File: src/rtl/fmul_rr_arbiter_if.sv
// Bundle between the FMUL arbiter, its requesters, the shared FMUL datapath and the result consumer.
// The slave view is the arbiter; the master view is everything around it.
interface fmul_rr_arbiter_if #(
  parameter int N_REQ = 4,
  parameter int ID_W  = 2
);
  logic [N_REQ-1:0]    req_valid;
  logic [N_REQ-1:0]    req_ready;
  logic [32*N_REQ-1:0] req_a;
  logic [32*N_REQ-1:0] req_b;
  logic                mul_a_sign;
  logic [7:0]          mul_a_exp;
  logic [22:0]         mul_a_frac;
  logic                mul_b_sign;
  logic [7:0]          mul_b_exp;
  logic [22:0]         mul_b_frac;
  logic                mul_sign;
  logic [7:0]          mul_exp;
  logic [23:0]         mul_frac;
  logic                mul_error;
  logic                mul_overflow;
  logic                resp_valid;
  logic                resp_ready;
  logic [ID_W-1:0]     resp_id;
  logic [31:0]         resp_result;
  logic                resp_error;
  logic                resp_overflow;
  logic                busy;
  logic [15:0]         op_count;

  modport slave (
    input  req_valid, req_a, req_b,
    input  mul_sign, mul_exp, mul_frac, mul_error, mul_overflow,
    input  resp_ready,
    output req_ready,
    output mul_a_sign, mul_a_exp, mul_a_frac, mul_b_sign, mul_b_exp, mul_b_frac,
    output resp_valid, resp_id, resp_result, resp_error, resp_overflow,
    output busy, op_count
  );

  modport master (
    output req_valid, req_a, req_b,
    output mul_sign, mul_exp, mul_frac, mul_error, mul_overflow,
    output resp_ready,
    input  req_ready,
    input  mul_a_sign, mul_a_exp, mul_a_frac, mul_b_sign, mul_b_exp, mul_b_frac,
    input  resp_valid, resp_id, resp_result, resp_error, resp_overflow,
    input  busy, op_count
  );
endinterface

File: src/rtl/fmul_rr_arbiter.sv
// Round-robin arbiter sharing one combinational FMUL among N_REQ requesters,
// with one operation in flight: accept -> settle wait -> response handshake.
module fmul_rr_arbiter #(
  parameter int N_REQ   = 4,
  parameter int ID_W    = 2,
  parameter int MUL_LAT = 1
) (
  input  logic               clk,
  input  logic               rst_n,
  fmul_rr_arbiter_if.slave   bus
);

  localparam int IDX_W = (N_REQ > 1) ? $clog2(N_REQ) : 1;

  typedef enum logic [1:0] {
    IDLE = 2'd0,
    WAIT = 2'd1,
    RESP = 2'd2
  } state_t;

  state_t           state_q, state_d;
  logic [IDX_W-1:0] ptr_q, ptr_d;
  logic [3:0]       cnt_q, cnt_d;
  logic [ID_W-1:0]  id_q, id_d;
  logic [31:0]      a_q, a_d;
  logic [31:0]      b_q, b_d;
  logic [31:0]      res_q, res_d;
  logic             err_q, err_d;
  logic             ovf_q, ovf_d;
  logic             rv_q, rv_d;
  logic [15:0]      ops_q, ops_d;

  logic [IDX_W-1:0] grant;
  logic [IDX_W-1:0] grant_next;
  logic             found;
  logic [IDX_W:0]   idx;
  logic [N_REQ-1:0] req_ready_c;
  logic             unused_hidden_bit;

  // Rotating priority: scan upward from ptr, wrapping modulo N_REQ.
  always_comb begin
    found = 1'b0;
    grant = '0;
    idx   = '0;
    for (int k = 0; k < N_REQ; k++) begin
      idx = {1'b0, ptr_q} + (IDX_W+1)'(k);
      if (idx >= (IDX_W+1)'(N_REQ)) begin
        idx = idx - (IDX_W+1)'(N_REQ);
      end
      if (!found && bus.req_valid[idx[IDX_W-1:0]]) begin
        found = 1'b1;
        grant = idx[IDX_W-1:0];
      end
    end
  end

  assign grant_next = (grant == IDX_W'(N_REQ-1)) ? '0 : grant + IDX_W'(1);

  always_comb begin
    req_ready_c = '0;
    if (state_q == IDLE && found) begin
      req_ready_c[grant] = 1'b1;
    end
  end

  always_comb begin
    state_d = state_q;
    ptr_d   = ptr_q;
    cnt_d   = cnt_q;
    id_d    = id_q;
    a_d     = a_q;
    b_d     = b_q;
    res_d   = res_q;
    err_d   = err_q;
    ovf_d   = ovf_q;
    rv_d    = rv_q;
    ops_d   = ops_q;
    case (state_q)
      IDLE: begin
        if (found) begin
          a_d     = bus.req_a[{grant, 5'b0} +: 32];
          b_d     = bus.req_b[{grant, 5'b0} +: 32];
          id_d    = ID_W'(grant);
          ptr_d   = grant_next;
          cnt_d   = 4'(MUL_LAT - 1);
          state_d = WAIT;
        end
      end
      WAIT: begin
        // Operands sit unchanged in a_q/b_q while the FMUL settles.
        if (cnt_q == 4'd0) begin
          res_d   = {bus.mul_sign, bus.mul_exp, bus.mul_frac[22:0]};
          err_d   = bus.mul_error;
          ovf_d   = bus.mul_overflow;
          rv_d    = 1'b1;
          state_d = RESP;
        end else begin
          cnt_d = cnt_q - 4'd1;
        end
      end
      RESP: begin
        if (bus.resp_ready) begin
          rv_d    = 1'b0;
          ops_d   = ops_q + 16'd1;
          state_d = IDLE;
        end
      end
      default: state_d = IDLE;
    endcase
  end

  always_ff @(posedge clk) begin
    if (!rst_n) begin
      state_q <= IDLE;
      ptr_q   <= '0;
      cnt_q   <= '0;
      id_q    <= '0;
      a_q     <= '0;
      b_q     <= '0;
      res_q   <= '0;
      err_q   <= 1'b0;
      ovf_q   <= 1'b0;
      rv_q    <= 1'b0;
      ops_q   <= '0;
    end else begin
      state_q <= state_d;
      ptr_q   <= ptr_d;
      cnt_q   <= cnt_d;
      id_q    <= id_d;
      a_q     <= a_d;
      b_q     <= b_d;
      res_q   <= res_d;
      err_q   <= err_d;
      ovf_q   <= ovf_d;
      rv_q    <= rv_d;
      ops_q   <= ops_d;
    end
  end

  // The hidden bit is implied by the exponent, so only frac[22:0] is forwarded.
  assign unused_hidden_bit = bus.mul_frac[23];

  assign bus.req_ready     = req_ready_c;
  assign bus.mul_a_sign    = a_q[31];
  assign bus.mul_a_exp     = a_q[30:23];
  assign bus.mul_a_frac    = a_q[22:0];
  assign bus.mul_b_sign    = b_q[31];
  assign bus.mul_b_exp     = b_q[30:23];
  assign bus.mul_b_frac    = b_q[22:0];
  assign bus.resp_valid    = rv_q;
  assign bus.resp_id       = id_q;
  assign bus.resp_result   = res_q;
  assign bus.resp_error    = err_q;
  assign bus.resp_overflow = ovf_q;
  assign bus.busy          = (state_q != IDLE);
  assign bus.op_count      = ops_q;

endmodule

File: src/flat_wrapper.sv
// flat-port wrapper written by rule: the top's interface ports become plain ports
module fmul_rr_arbiter_flat 
#(
  parameter int N_REQ   = 4,
  parameter int ID_W    = 2,
  parameter int MUL_LAT = 1
)
  (clk, rst_n, bus_req_valid, bus_req_a, bus_req_b, bus_mul_sign, bus_mul_exp, bus_mul_frac, bus_mul_error, bus_mul_overflow, bus_resp_ready, bus_req_ready, bus_mul_a_sign, bus_mul_a_exp, bus_mul_a_frac, bus_mul_b_sign, bus_mul_b_exp, bus_mul_b_frac, bus_resp_valid, bus_resp_id, bus_resp_result, bus_resp_error, bus_resp_overflow, bus_busy, bus_op_count);
  fmul_rr_arbiter_if #(.N_REQ(N_REQ), .ID_W(ID_W)) bus_i ();
  input  logic clk;
  input  logic rst_n;
  input wire logic [$bits(bus_i.req_valid)-1:0] bus_req_valid;
  input wire logic [$bits(bus_i.req_a)-1:0] bus_req_a;
  input wire logic [$bits(bus_i.req_b)-1:0] bus_req_b;
  input wire logic [$bits(bus_i.mul_sign)-1:0] bus_mul_sign;
  input wire logic [$bits(bus_i.mul_exp)-1:0] bus_mul_exp;
  input wire logic [$bits(bus_i.mul_frac)-1:0] bus_mul_frac;
  input wire logic [$bits(bus_i.mul_error)-1:0] bus_mul_error;
  input wire logic [$bits(bus_i.mul_overflow)-1:0] bus_mul_overflow;
  input wire logic [$bits(bus_i.resp_ready)-1:0] bus_resp_ready;
  output wire logic [$bits(bus_i.req_ready)-1:0] bus_req_ready;
  output wire logic [$bits(bus_i.mul_a_sign)-1:0] bus_mul_a_sign;
  output wire logic [$bits(bus_i.mul_a_exp)-1:0] bus_mul_a_exp;
  output wire logic [$bits(bus_i.mul_a_frac)-1:0] bus_mul_a_frac;
  output wire logic [$bits(bus_i.mul_b_sign)-1:0] bus_mul_b_sign;
  output wire logic [$bits(bus_i.mul_b_exp)-1:0] bus_mul_b_exp;
  output wire logic [$bits(bus_i.mul_b_frac)-1:0] bus_mul_b_frac;
  output wire logic [$bits(bus_i.resp_valid)-1:0] bus_resp_valid;
  output wire logic [$bits(bus_i.resp_id)-1:0] bus_resp_id;
  output wire logic [$bits(bus_i.resp_result)-1:0] bus_resp_result;
  output wire logic [$bits(bus_i.resp_error)-1:0] bus_resp_error;
  output wire logic [$bits(bus_i.resp_overflow)-1:0] bus_resp_overflow;
  output wire logic [$bits(bus_i.busy)-1:0] bus_busy;
  output wire logic [$bits(bus_i.op_count)-1:0] bus_op_count;
  assign bus_i.req_valid = bus_req_valid;
  assign bus_i.req_a = bus_req_a;
  assign bus_i.req_b = bus_req_b;
  assign bus_i.mul_sign = bus_mul_sign;
  assign bus_i.mul_exp = bus_mul_exp;
  assign bus_i.mul_frac = bus_mul_frac;
  assign bus_i.mul_error = bus_mul_error;
  assign bus_i.mul_overflow = bus_mul_overflow;
  assign bus_i.resp_ready = bus_resp_ready;
  assign bus_req_ready = bus_i.req_ready;
  assign bus_mul_a_sign = bus_i.mul_a_sign;
  assign bus_mul_a_exp = bus_i.mul_a_exp;
  assign bus_mul_a_frac = bus_i.mul_a_frac;
  assign bus_mul_b_sign = bus_i.mul_b_sign;
  assign bus_mul_b_exp = bus_i.mul_b_exp;
  assign bus_mul_b_frac = bus_i.mul_b_frac;
  assign bus_resp_valid = bus_i.resp_valid;
  assign bus_resp_id = bus_i.resp_id;
  assign bus_resp_result = bus_i.resp_result;
  assign bus_resp_error = bus_i.resp_error;
  assign bus_resp_overflow = bus_i.resp_overflow;
  assign bus_busy = bus_i.busy;
  assign bus_op_count = bus_i.op_count;
  fmul_rr_arbiter #(.N_REQ(N_REQ), .ID_W(ID_W), .MUL_LAT(MUL_LAT)) u_core (.clk(clk), .rst_n(rst_n), .bus(bus_i));
endmodule
File: config.mk
export PLATFORM = sky130hd
export DESIGN_NAME = fmul_rr_arbiter_flat
export DESIGN_NICKNAME = d
export VERILOG_FILES = /design/src/rtl/fmul_rr_arbiter_if.sv /design/src/rtl/fmul_rr_arbiter.sv /design/src/flat_wrapper.sv
export SDC_FILE = /design/constraint.sdc
export NUM_CORES = 1
export LEC_CHECK = 0
export BUFFER_PORTS_ARGS = -buffer_cell sky130_fd_sc_hd__buf_2
export CAP_MARGIN = 20
export CORE_AREA = 2 2 166 168
export DETAILED_ROUTE_END_ITERATION = 16
export DIE_AREA = 0 0 168 170
export HOLD_SLACK_MARGIN = 0.03
export SLEW_MARGIN = 0
export SYNTH_ARGS = -nofsm -noshare
export SYNTH_HDL_FRONTEND = slang
export SYNTH_SLANG_ARGS = --single-unit
File: constraint.sdc
create_clock -name clk -period 2.02 [get_ports clk]
set_input_delay 0.101 -clock clk [delete_from_list [all_inputs] [get_ports clk]]
set_output_delay 0.101 -clock clk [all_outputs]
set_load 0.05 [all_outputs]
# Yosys cells after proc, flatten, opt, wreduce, memory -nomap -nowiden
# Index checks and enable logic that the tools add are counted.
[word_totals]
register_bits = 125
latch_bits = 0
ramBits = 0
mem_bits_ro = 0
inputBits = 298
out_inout_bits = 122
memories = 0
[classes]
addsub = 10
multipliers = 0
div = 0
n_lt_le_gt_ge = 10
n_eq_ne = 7
n_shift = 2
n_mux = 34
bitwise_logic = 0
n_reduce_logical = 19
[op_table]
columns = ["operator", "n"]
rows = [
  ["$shiftx A128 B8 Y32", 2],
  ["$mux W2", 12],
  ["$add A16 B1 Y16 const B", 1],
  ["$lt A2 B3 Y1 const B", 5],
  ["$mux W4", 3],
  ["$mux W1", 11],
  ["$ge A3 B3 Y1 const B", 3],
  ["$reduce_and A3 Y1", 3],
  ["$bmux W1 S2", 4],
  ["$pmux W4 S2", 1],
  ["$sub A2 B1 Y2 const B", 4],
  ["$add A2 B2 Y3 const B", 2],
  ["$pmux W2 S3", 1],
  ["$reduce_and A2 Y1", 3],
  ["$reduce_bool A2 Y1", 3],
  ["$logic_and A1 B1 Y1", 5],
  ["$eq A2 B2 Y1 const B", 2],
  ["$logic_not A4 Y1", 1],
  ["$ne A2 B1 Y1 const B", 2],
  ["$ne A2 B2 Y1 const B", 2],
  ["$sub A4 B1 Y4 const B", 1],
  ["$add A2 B1 Y3 const B", 1],
  ["$ge A2 B3 Y1 const B", 1],
  ["$logic_not A1 Y1", 3],
  ["other kinds (6)", 6],
]

# Longest topological paths before layout
# Gate-level depths: netlist of run 1.
[logic_depth]
depth_word = 19
mapped_depth = 8
mapped_depth_nobuf = 7

# Least setup slack after synthesis of run 1
# No wires, ideal clock.
[synth_path]
kind = "register to output"
from = "register u_core.ptr_q[0]"
to = "output port bus_req_ready[2]"
arrival_time_ps = 2155
slack_ps = -236
stages_incl_launch_ff = 6
n_path_buf = 1
path_cell_list = "dfxtp_1 nand2b_1 nor3b_1 clkbuf_1 or2_2 nor3_1"
[synth_via]
elab_chain_len = 19
word_cells_on_any_way = 44
cone_classes = "add/sub: 7; order compare: 6; mux: 23; reduce/logical: 8"
[synth_lines]
columns = ["item", "line_no", "rtl"]
rows = [
  ["start: declaration", "fmul_rr_arbiter.sv:22", "logic [IDX_W-1:0] ptr_q, ptr_d;"],
  ["start signal: assignment", "fmul_rr_arbiter.sv:127", "ptr_q <= ptr_d;"],
  ["parallel branches: the longest is 18 deep, another holds $add A2 B1 Y3", "--", ""],
  ["$mux W4 *", "fmul_rr_arbiter.sv:61", "if (state_q == IDLE && found) begin"],
  ["end: declaration", "flat_wrapper.sv:21", "output wire logic [$bits(bus_i.req_ready)-1:0] bus_req_ready;"],
]
# Every way passes the cells marked *. The select of a mux whose other input is x is not followed.

# Worst setup path in the final report of run 1
[layout_path]
from = "register u_core.ptr_q[1]"
to = "output port bus_req_ready[0]"
# The elaborated chain is that of the path after synthesis.

==> results of run 1 <==
## cells by family after synthesis
logic type | synth area share (%)
fa+ha+maj | 0.553
mux | 9.44
simple gates | 21.6
compound gates | 24.6
xor+xnor | 2.32
buf+inv | 4.59
flops | 36.9
## layout by cell type (no fill, tap or decap), drive strengths merged, types with 37 or more instances in the layout
cell and instances:
a21boi 37, buf 450, dfxtp 125, dlygate4sd3 183, mux2i 64, nand2 149
nor3b 66, o211ai 63, o21a 65, o21ai 68
## cell type report
class / count / area (sq um) / share of cell area, %
Antenna cell: 5 / 12.5 / 0.104
Clock buffer: 18 / 439 / 3.66
Clock inverter: 14 / 158 / 1.31
Inverter: 4 / 15.0 / 0.125
Multi-Input combinational cell: 609 / 4050 / 33.7
Sequential cell: 125 / 2510 / 20.9
Tap cell: 341 / 427 / 3.55
Timing Repair Buffer: 634 / 4400 / 36.6
## power by group
group          switching (mW)  leakage [nW]  internal, mW
registers               0.482          1.03          3.38
logic                    6.40          4.23          3.08
clock network            1.32         0.284          1.88
total                    8.20          5.54          8.34
## per-stage QoR
step	worst slack (ps)	area, sq um	hold slack [ps]	cells	total power, mW
after floorplan	19.2	6800	246	808	10.2
after global placement	114	9400	354	1524	12.7
after detailed placement	86.9	9400	358	1524	12.8
after CTS	-3.67	11900	30.5	1744	16.5
after global routing	-52.7	12000	51.3	1749	17.4
final	36.9	12000	26.9	1750	16.5
## per-layer routing
metal / vias up / track usage (%) / share of wire [%] / wire (microns)
met5: - / 0 / 0 / 0
met4: 0 / 9.49 / 3.8 / 1140
met3: 64 / 5.21 / 7.1 / 2110
met2: 359 / 33.7 / 49 / 14400
met1: 3798 / 23.1 / 41 / 12000
li1: 4042 / - / - / -
## worst max-delay path, stage by stage (launching register included)
cell and delay [ps]:
dfxtp_2 340, o21bai_2 210, nor3b_4 240, buf_12 140
nor2_4 30, buf_12 150, and3_1 210, buf_6 150
## state kept, by name, summed over array words and instances, names as in the netlist
signal	count
u_core.a_q	32
u_core.b_q	32
u_core.bus.resp_result	32
u_core.bus.op_count	16
u_core.cnt_q	4
u_core.bus.resp_id	2
u_core.ptr_q	2
u_core.state_q	2
u_core.bus.resp_error	1
u_core.bus.resp_overflow	1
u_core.bus.resp_valid	1
## final timing paths
path,startpoint,endpoint,slack (ps)
worst min-delay path,bus_req_a[101],u_core.a_q[5]$_SDFFE_PN0P_,30
worst max-delay path,u_core.ptr_q[1]$_SDFFE_PN0P_,bus_req_ready[0],40
worst max register to register,u_core.ptr_q[0]$_SDFFE_PN0P_,u_core.a_q[9]$_SDFFE_PN0P_,100
worst min register to register,u_core.bus.resp_result[31]$_SDFFE_PN0P_,u_core.bus.resp_result[31]$_SDFFE_PN0P_,460
## timing repair
| action | 4_1_cts | 5_1_grt |
|---|---|---|
| endpoints found under the setup margin | 4 | 26 |
| gates cloned | 1 | 1 |
| buffers inserted | 4 | 0 |
| hold buffers | 183 | 0 |
| hold endpoints to repair | 97 | 0 |
| pin swaps | 3 | 3 |
| gates resized for setup | 9 | 18 |
## Yosys cell counts (5+ instances only)
| cell type | instances |
|---|---|
| xor2_1 | 6 |
| o211ai_2 | 5 |
| nor2_1 | 11 |
| dfxtp_1 | 125 |
| buf_2 | 7 |
| o21a_1 | 65 |
| o21ai_1 | 17 |
| a21boi_0 | 37 |
| o21ai_0 | 51 |
| clkbuf_1 | 52 |
| nor2b_1 | 5 |
| nor3b_1 | 66 |
| xnor2_1 | 12 |
| and2_1 | 19 |
| nand2_1 | 149 |
| and3_1 | 5 |
| mux2i_1 | 64 |
| nand3_1 | 5 |
| o211ai_1 | 58 |
==> metrics.md, run 1 <==
| Metric | Value |
|---|---|
| Pleak | 5.54 nW |
| Largest cells by area after synthesis | dfxtp_1 (37%), mux2i_1 (9.4%), nand2_1 (8.2%) |
| Final ANT Viol Nets | 0 |
| R2R depth | 9 |
| Max Root-Sink Buffers | 2 |
| RSZ-0062 raised after global routing | true |
| VDD IR-drop max | approximately 0.65 mV |
| DR DRC count | 0 |
| CTS root buf | clkbuf_16 |
| Routed vias | around 8300 |
| Setup TNS | 0 ps |
| Initial antenna violation count | 4 |
| Drt pass-1 iters | 4 |
| Util after Layout | around 45% |
| Avg Cell Area, Syn | approximately 8.4 sq um |
| Most used DFF post-synth | dfxtp_1 |
| Max FO, Critical Path | 14 |
| Clock tree from TritonCTS | done |
| Gpl congestion | 0.807 |
| Final setup vio count | 0 |
| Global-route wire length before repair | between 40 and 50 mm |
| Clock H-tree levels | 4 |
| Rows | 60 |
| Req. time, crit path | roughly 1900 ps |
| Vias in the first global route | 8466 |
| Remaining global-route overflow | 0 |
| Max-slew violations | 0 |
| Synth Net Count | about 1100 |
| Crit Path Class | reg -> out |
| Die Area | between 20000 and 30000 sq um |
| Worst Setup End Kind | output port |
| Final WL | about 30 mm |
| Worst slew pin tran | around 500 ps |
| Yosys Warn Count | 0 |
| Power Density | ~1400 nW/um^2 |
| Number of max-cap violations | 0 |
| Core area | approximately 27000 sq um |
| Synth area leader | dfxtp_1 |
| Max Clock Freq | 504 MHz |
| Status | finished, final reports clean |
| Clock latency at the later pin of the worst-skew pair | approximately 420 ps |
| Vias per cell | about 4.7 |
| Final setup skew | ~14 ps |
| Nets | 1692 |
| Filler cells | ~2500 |
| # IOs | between 400 and 500 |
| FFs w/ async S/R, synth | 0% |
| Avg WL per Cell | roughly 17 microns |
| Tot GR Track Use | 19.8% |
| Reg clk slew, reported paths | roughly 60 ps |
| Post-Syn Instances | just over 800 |
| Hold Crit Depth | 4 |
| Die span in x | roughly 170 microns |
| Synth cell types | between 40 and 50 |
| Num CTS Buffers | 17 |
| Input/output buffers | about 420 |
| Synth top area share | 36.9% |
| Crit path launch type | register |
| Sequential area share after synthesis | 36.9% |
| Min-Delay Path Class | in -> reg |
| Share of cells above drive strength 1 | between 30 and 40% |
| Post-synth EDFFs | 0 |
| Initial Util | about a quarter |
| Area Growth Syn to Fin | 76.9% |
| Die height | approximately 170 microns |
| Tcrit/Tclk final | about 98% |
| Post-route minimum period | 1980 ps |
| Iter 0 DRT Violations | roughly 490 |
| Max-slew headroom | roughly two thirds |
| FF+latch count, synth | between 100 and 150 |
| Arrival time worst endpoint | ~1900 ps |
| Hold Violations, Final | 0 |
| CTS sink count | between 100 and 150 |
| Largest net degree at the start of global routing | 74 |
| Mapped cell area | 6790 sq um |
| DP Wirelength | between 15 and 20 mm |
Note: power is estimated with default switching activity, not from simulation.
==> run 2: changes to the inputs <==
Settings changed: CORE_AREA 2 2 166 168 to 2 2 163 165, DIE_AREA 0 0 168 170 to 0 0 165 167.
==> run 2 against run 1 <==
Compared with the run above: setup slack improved by 26 ps; sequential share of layout area increased by 0.19 points; maximum frequency increased by 1.3%; clock skew increased by 3.7 ps; worst hold slack improved by 20 ps; largest power group unchanged.
==> metrics.md, run 2 (same netlist as run 1, synthesis figures left out) <==
| Metric | Value |
|---|---|
| Gpl congestion | 0.797 |
| Post-route minimum period | just under 2000 ps |
| Clock latency at the later pin of the worst-skew pair | 420 ps |
| Worst slew pin tran | between 400 and 500 ps |
| Clock H-tree levels | 4 |
| Min-Delay Path Class | in -> reg |
| Rows | between 50 and 60 |
| Reg clk slew, reported paths | 60 ps |
| Drt pass-1 iters | 5 |
| Filler cells | about 2400 |
| Req. time, crit path | roughly 1900 ps |
| Core area | around 26000 sq um |
| Avg WL per Cell | 17.0 microns |
| Area of the multi-input gates | 4060 sq um |
| DR DRC count | 0 |
| Share of cells above drive strength 1 | a little over a third |
| Commonest non-fill, non-tap cells in the layout | buf_2 (414), dlygate4sd3_1 (181), nand2_1 (149) |
| Status | finished, final reports clean |
| Routed vias | between 8000 and 9000 |
| Input/output buffers | between 400 and 500 |
| Vias in the first global route | 8545 |
| Final WL | ~30 mm |
| Remaining global-route overflow | 0 |
| Clock tree from TritonCTS | done |
| Number of max-cap violations | 0 |
| Num CTS Buffers | 17 |
| Dpl ws | 14.6 ps |
| Tcrit/Tclk final | a little over nine tenths |
| Max-slew headroom | roughly two thirds |
| Crit Path Class | reg -> out |
| Max Clock Freq | between 500 and 600 MHz |
| Util after Layout | a little under half |
| Power Density | between 1000 and 1500 nW/um^2 |
| DP Wirelength | a little under 20 mm |
| VDD IR-drop max | just under 0.9 mV |
| Max-slew violations | 0 |
| Pleak | between 5 and 6 nW |
| Die span in x | roughly 170 microns |
| Crit path launch type | register |
| Final setup vio count | 0 |
| Nets | 1688 |
| Final setup skew | between 15 and 20 ps |
| Initial Util | between 20% and 30% |
| Final Worst Setup Slack | roughly 63 ps |
| Final ANT Viol Nets | 0 |
| Worst Setup End Kind | output port |
| Arrival time worst endpoint | about 1900 ps |
| Sequential Area | about 2500 sq um |
| Max FO, Critical Path | 3 |
| Largest net degree at the start of global routing | 74 |
| CTS root buf | clkbuf_16 |
| Iter 0 DRT Violations | between 400 and 500 |
| Tot GR Track Use | 20.7% |
| Vias per cell | 4.76 |
| CTS sink count | 125 |
| Global-route wire length before repair | approximately 44 mm |
| Commonest non-fill, non-tap cell in the layout | buf_2 |
| Die height | around 170 microns |
| RSZ-0062 raised after global routing | true |
| Initial antenna violation count | 8 |
| Hold_ws | between 40 and 50 ps |
| # IOs | 420 |
| Area Growth Syn to Fin | 75.3% |
| Max Root-Sink Buffers | 2 |
| Die Area | roughly 28000 sq um |
| Hold Violations, Final | 0 |
==> run 2: cell count changes in the layout (fill, tap and decap cells not counted), moves of 2 or more <==
cell           change
or2_4              +2
dlygate4sd3_1      -2
buf_16             -3
o21ai_0            +4
diode_2            -2
or2_1              -2
o21ai_1            -3
==> run 2: worst paths after layout <==
check	from	end	slack [ps]	cells past startpoint
setup reg to reg	u_core.ptr_q[0]$_SDFFE_PN0P_	u_core.b_q[4]$_SDFFE_PN0P_	80	8
setup / recovery	u_core.ptr_q[0]$_SDFFE_PN0P_	bus_req_ready[0]	60	7
hold / removal	bus_req_a[9]	u_core.a_q[9]$_SDFFE_PN0P_	50	3
hold reg to reg	u_core.a_q[5]$_SDFFE_PN0P_	u_core.a_q[5]$_SDFFE_PN0P_	460	2
==> run 2: area by class of cell <==
type	count	area share [%]
Timing Repair Buffer	630	36.1
Multi-Input combinational cell	609	34.1
Sequential cell	125	21.1
Clock buffer	17	3.58
Tap cell	335	3.52
Clock inverter	15	1.38
Inverter	4	0.126
Antenna cell	3	0.0631
==> run 2: report_power, final <==
group          switching, mW  internal [mW]
clock                   1.32           1.84
sequential             0.488           3.38
combinational           6.32           3.06
==> run 2: per-stage QoR <==
stage | std cells | setup TNS [ps] | cell area, sq um | total power [mW]
2_1_floorplan | 808 | 0 | 6800 | 10.2
6_report | 1738 | 0 | 11900 | 16.4
5_1_grt | 1738 | -22.6 | 11900 | 17.3
4_1_cts | 1733 | 0 | 11800 | 16.4
3_3_place_gp | 1516 | 0 | 9340 | 12.6
3_5_place_dp | 1516 | 0 | 9340 | 12.7
==> run 2: critical path, stage by stage, from the launching register on <==
cell and delay, ps:
dfxtp_2 340, nand2b_4 140, nor3b_4 150, buf_6 150, nor2_4 200, buf_12 140, and3_1 160, buf_6 160
==> run 2: routing by layer <==
layer / vias up / GRT usage [%] / routed length (microns)
met3: 75 / 5.90 / 2220
met2: 373 / 36.1 / 14500
met5: - / 0 / 40
met1: 3799 / 23.2 / 11900
li1: 4024 / - / -
met4: 6 / 8.85 / 1000
==> run 2: what timing repair did <==
| action | 4_1_cts | 5_1_grt |
|---|---|---|
| gates resized for setup | 7 | 15 |
| pin swaps | 1 | 3 |
| setup endpoints to repair | 4 | 11 |
| setup buffers | 3 | 3 |
| cloned | 1 | 0 |
| hold endpoints to repair | 96 | 0 |
| hold buffers | 181 | 0 |
==> run 3: changes to the inputs <==
Settings changed: CTS_BUF_LIST set to sky130_fd_sc_hd__clkbuf_4 sky130_fd_sc_hd__clkbuf_8.
==> run 3 against run 2 <==
Compared with the run above: power shrank 2.6%; wire length grew 4.3%; register-to-register slack lost 20 ps; largest power group unchanged; cell area grew 2.8%; via count grew 3.8%.
==> metrics.md, run 3 (same netlist as run 1, synthesis figures left out) <==
| Metric | Value |
|---|---|
| R2r endpoint | u_core.a_q[26]$_SDFFE_PN0P_ |
| Clock tree from TritonCTS | done |
| Commonest non-fill, non-tap cells in the layout | buf_2 (414), dlygate4sd3_1 (217), nand2_1 (149) |
| Remaining global-route overflow | 0 |
| CTS root buf | clkbuf_8 |
| Core area | 25800 sq um |
| Final setup vio count | 0 |
| Util after Layout | a little under half |
| Sw Ratio | between 50 and 60% |
| Gpl congestion | about 0.8 |
| Max-slew headroom | about two thirds |
| Setup slack, reg-to-reg | between 50 and 60 ps |
| Final ANT Viol Nets | 0 |
| Filler cells | between 2000 and 2500 |
| Largest net degree at the start of global routing | 74 |
| Setup TNS | 0 ps |
| VDD IR-drop max | 0.893 mV |
| NetSw | roughly 8 mW |
| Logic pwr share | 61.2% |
| Hold Crit Depth | 3 |
| Drt pass-1 iters | 5 |
| Die Area | between 20000 and 30000 sq um |
| Max-slew violations | 0 |
| Post-DP Area | slightly above 9000 sq um |
| Iter 0 DRT Violations | just over 400 |
| DP Wirelength | ~19 mm |
| DR DRC count | 0 |
| Number of max-cap violations | 0 |
| Die height | around 170 microns |
| Met3 Track Usage GR | approximately 5.9% |
| Final WL | 30.9 mm |
| Commonest non-fill, non-tap cell in the layout | buf_2 |
| Pleak | approximately 5.6 nW |
| Worst slew pin tran | 504 ps |
| R2R depth | 6 |
| Internal power | approximately 7.8 mW |
| Vias in the first global route | 8818 |
| Initial Util | around a quarter |
| Hold Violations, Final | 0 |
| Worst Setup End Kind | register |
| Hold Path Sink | u_core.a_q[0]$_SDFFE_PN0P_ |
| Total chip power | 16.0 mW |
| Final setup skew | slightly above 20 ps |
| Flop pwr share | between 20% and 30% |
| RSZ-0062 raised after global routing | true |
| Area Growth Syn to Fin | 80.2% |
| # IOs | 420 |
| Max Root-Sink Buffers | 2 |
| Routed vias | between 8000 and 9000 |
| CTS sink count | around 130 |
| Avg WL per Cell | approximately 17 microns |
| Share of cells above drive strength 1 | a little over a third |
| Reg clk slew, reported paths | approximately 90 ps |
| Initial antenna violation count | 8 |
| Cell area after layout | between 10000 and 15000 sq um |
| Input/output buffers | about 420 |
| Global-route wire length before repair | around 46 mm |
| Met2 usage | a little over a third |
| FF-to-FF Start | u_core.state_q[1]$_SDFFE_PN0P_ |
| Die span in x | approximately 170 microns |
| Req. time, crit path | roughly 2400 ps |
| Crit Path Class | reg -> reg |
| Tcrit/Tclk final | a little over nine tenths |
| Hold_ws | about 51 ps |
| Nets | between 1500 and 2000 |
| Clock latency at the later pin of the worst-skew pair | around 440 ps |
| Crit path launch type | register |
| Status | finished, final reports clean |
| GRT met1 Usage | about a quarter |
| Clock H-tree levels | 4 |
| Max Clock Freq | between 500 and 600 MHz |
| Vias per cell | 4.81 |
| Busiest layer in global routing | met2 |
| Hold_sp | bus_req_a[0] |
| Power Density | roughly 1300 nW/um^2 |
| Max FO, Critical Path | 64 |
| Min-Delay Path Class | in -> reg |
| Clock power share | 14.6% |
| Post-route minimum period | between 1500 and 2000 ps |
| Rows | 59 |
| Num CTS Buffers | 17 |
| Arrival time worst endpoint | ~2300 ps |
| Tot GR Track Use | 21.4% |
## run 3: cell count changes in the layout (fill, tap and decap cells not counted), moves of 2 or more
cell / before / now
and3_4: 0 / 2
buf_6: 3 / 5
mux2i_1: 63 / 59
dfxtp_1: 121 / 119
clkbuf_16: 17 / 1
dlygate4sd3_1: 181 / 217
and3_1: 5 / 3
mux2i_2: 1 / 4
buf_4: 21 / 29
diode_2: 3 / 5
clkbuf_8: 0 / 17
## run 3: worst max-delay path by stage
stage,from,endpoint,slack [ps],cells past startpoint
after floorplan,u_core.bus.op_count[5]$_SDFFE_PN0P_,u_core.bus.op_count[15]$_SDFFE_PN0P_,20,5
after global placement,u_core.ptr_q[0]$_SDFFE_PN0P_,u_core.a_q[0]$_SDFFE_PN0P_,40,7
after detailed placement,u_core.ptr_q[0]$_SDFFE_PN0P_,u_core.a_q[0]$_SDFFE_PN0P_,10,7
after CTS,u_core.ptr_q[0]$_SDFFE_PN0P_,bus_req_ready[0],-60,7
after global routing,u_core.ptr_q[1]$_SDFFE_PN0P_,bus_req_ready[3],-10,7
final,u_core.state_q[1]$_SDFFE_PN0P_,u_core.a_q[26]$_SDFFE_PN0P_,60,6
## run 3: worst max-delay path, cell delays in order, from the launching register on
cell	delay (ps)
dfxtp_2	350
or2_4	270
or2_4	280
nor4b_4	270
buf_12	280
o21ai_0	200
o211ai_1	150
## run 3: layout make-up
class,instances,area [sq um],share of cell area (%)
clock buffer,17,234,1.91
tap,335,419,3.43
timing repair buffer,677,4780,39.1
inverter,4,15.0,0.123
sequential,125,2510,20.5
multi-input combinational,609,4090,33.5
clock inverter,15,164,1.34
antenna,5,12.5,0.102
## run 3: per-stage QoR
stage,instances,worst slack (ps)
4_1_cts,1768,-59.9
6_report,1787,57.0
2_1_floorplan,808,19.2
3_5_place_dp,1516,14.6
3_3_place_gp,1516,37.5
5_1_grt,1786,-13.3
## run 3: per-layer routing
layer / share of wire, % / up-vias
li1: - / 4118
met1: 39 / 3918
met2: 48 / 440
met3: 7.8 / 110
met4: 4.9 / 4
met5: 0.071 / -
## run 3: power groups by stage
stage	clock network (mW)	registers [mW]	logic (mW)
2_1_floorplan	0	6.73	3.47
3_3_place_gp	0	3.85	8.79
3_5_place_dp	0	3.87	8.83
4_1_cts	2.43	3.84	9.33
5_1_grt	2.53	3.98	10.4
6_report	2.33	3.87	9.78
## run 3: timing repair
| item | 4_1_cts | 5_1_grt |
|---|---|---|
| hold buffers | 217 | 0 |
| resized for setup | 10 | 27 |
| endpoints found under the hold margin | 101 | 0 |
| pin swaps | 1 | 3 |
| gates cloned | 1 | 1 |
| setup buffers | 2 | 14 |
| endpoints found under the setup margin | 5 | 29 |
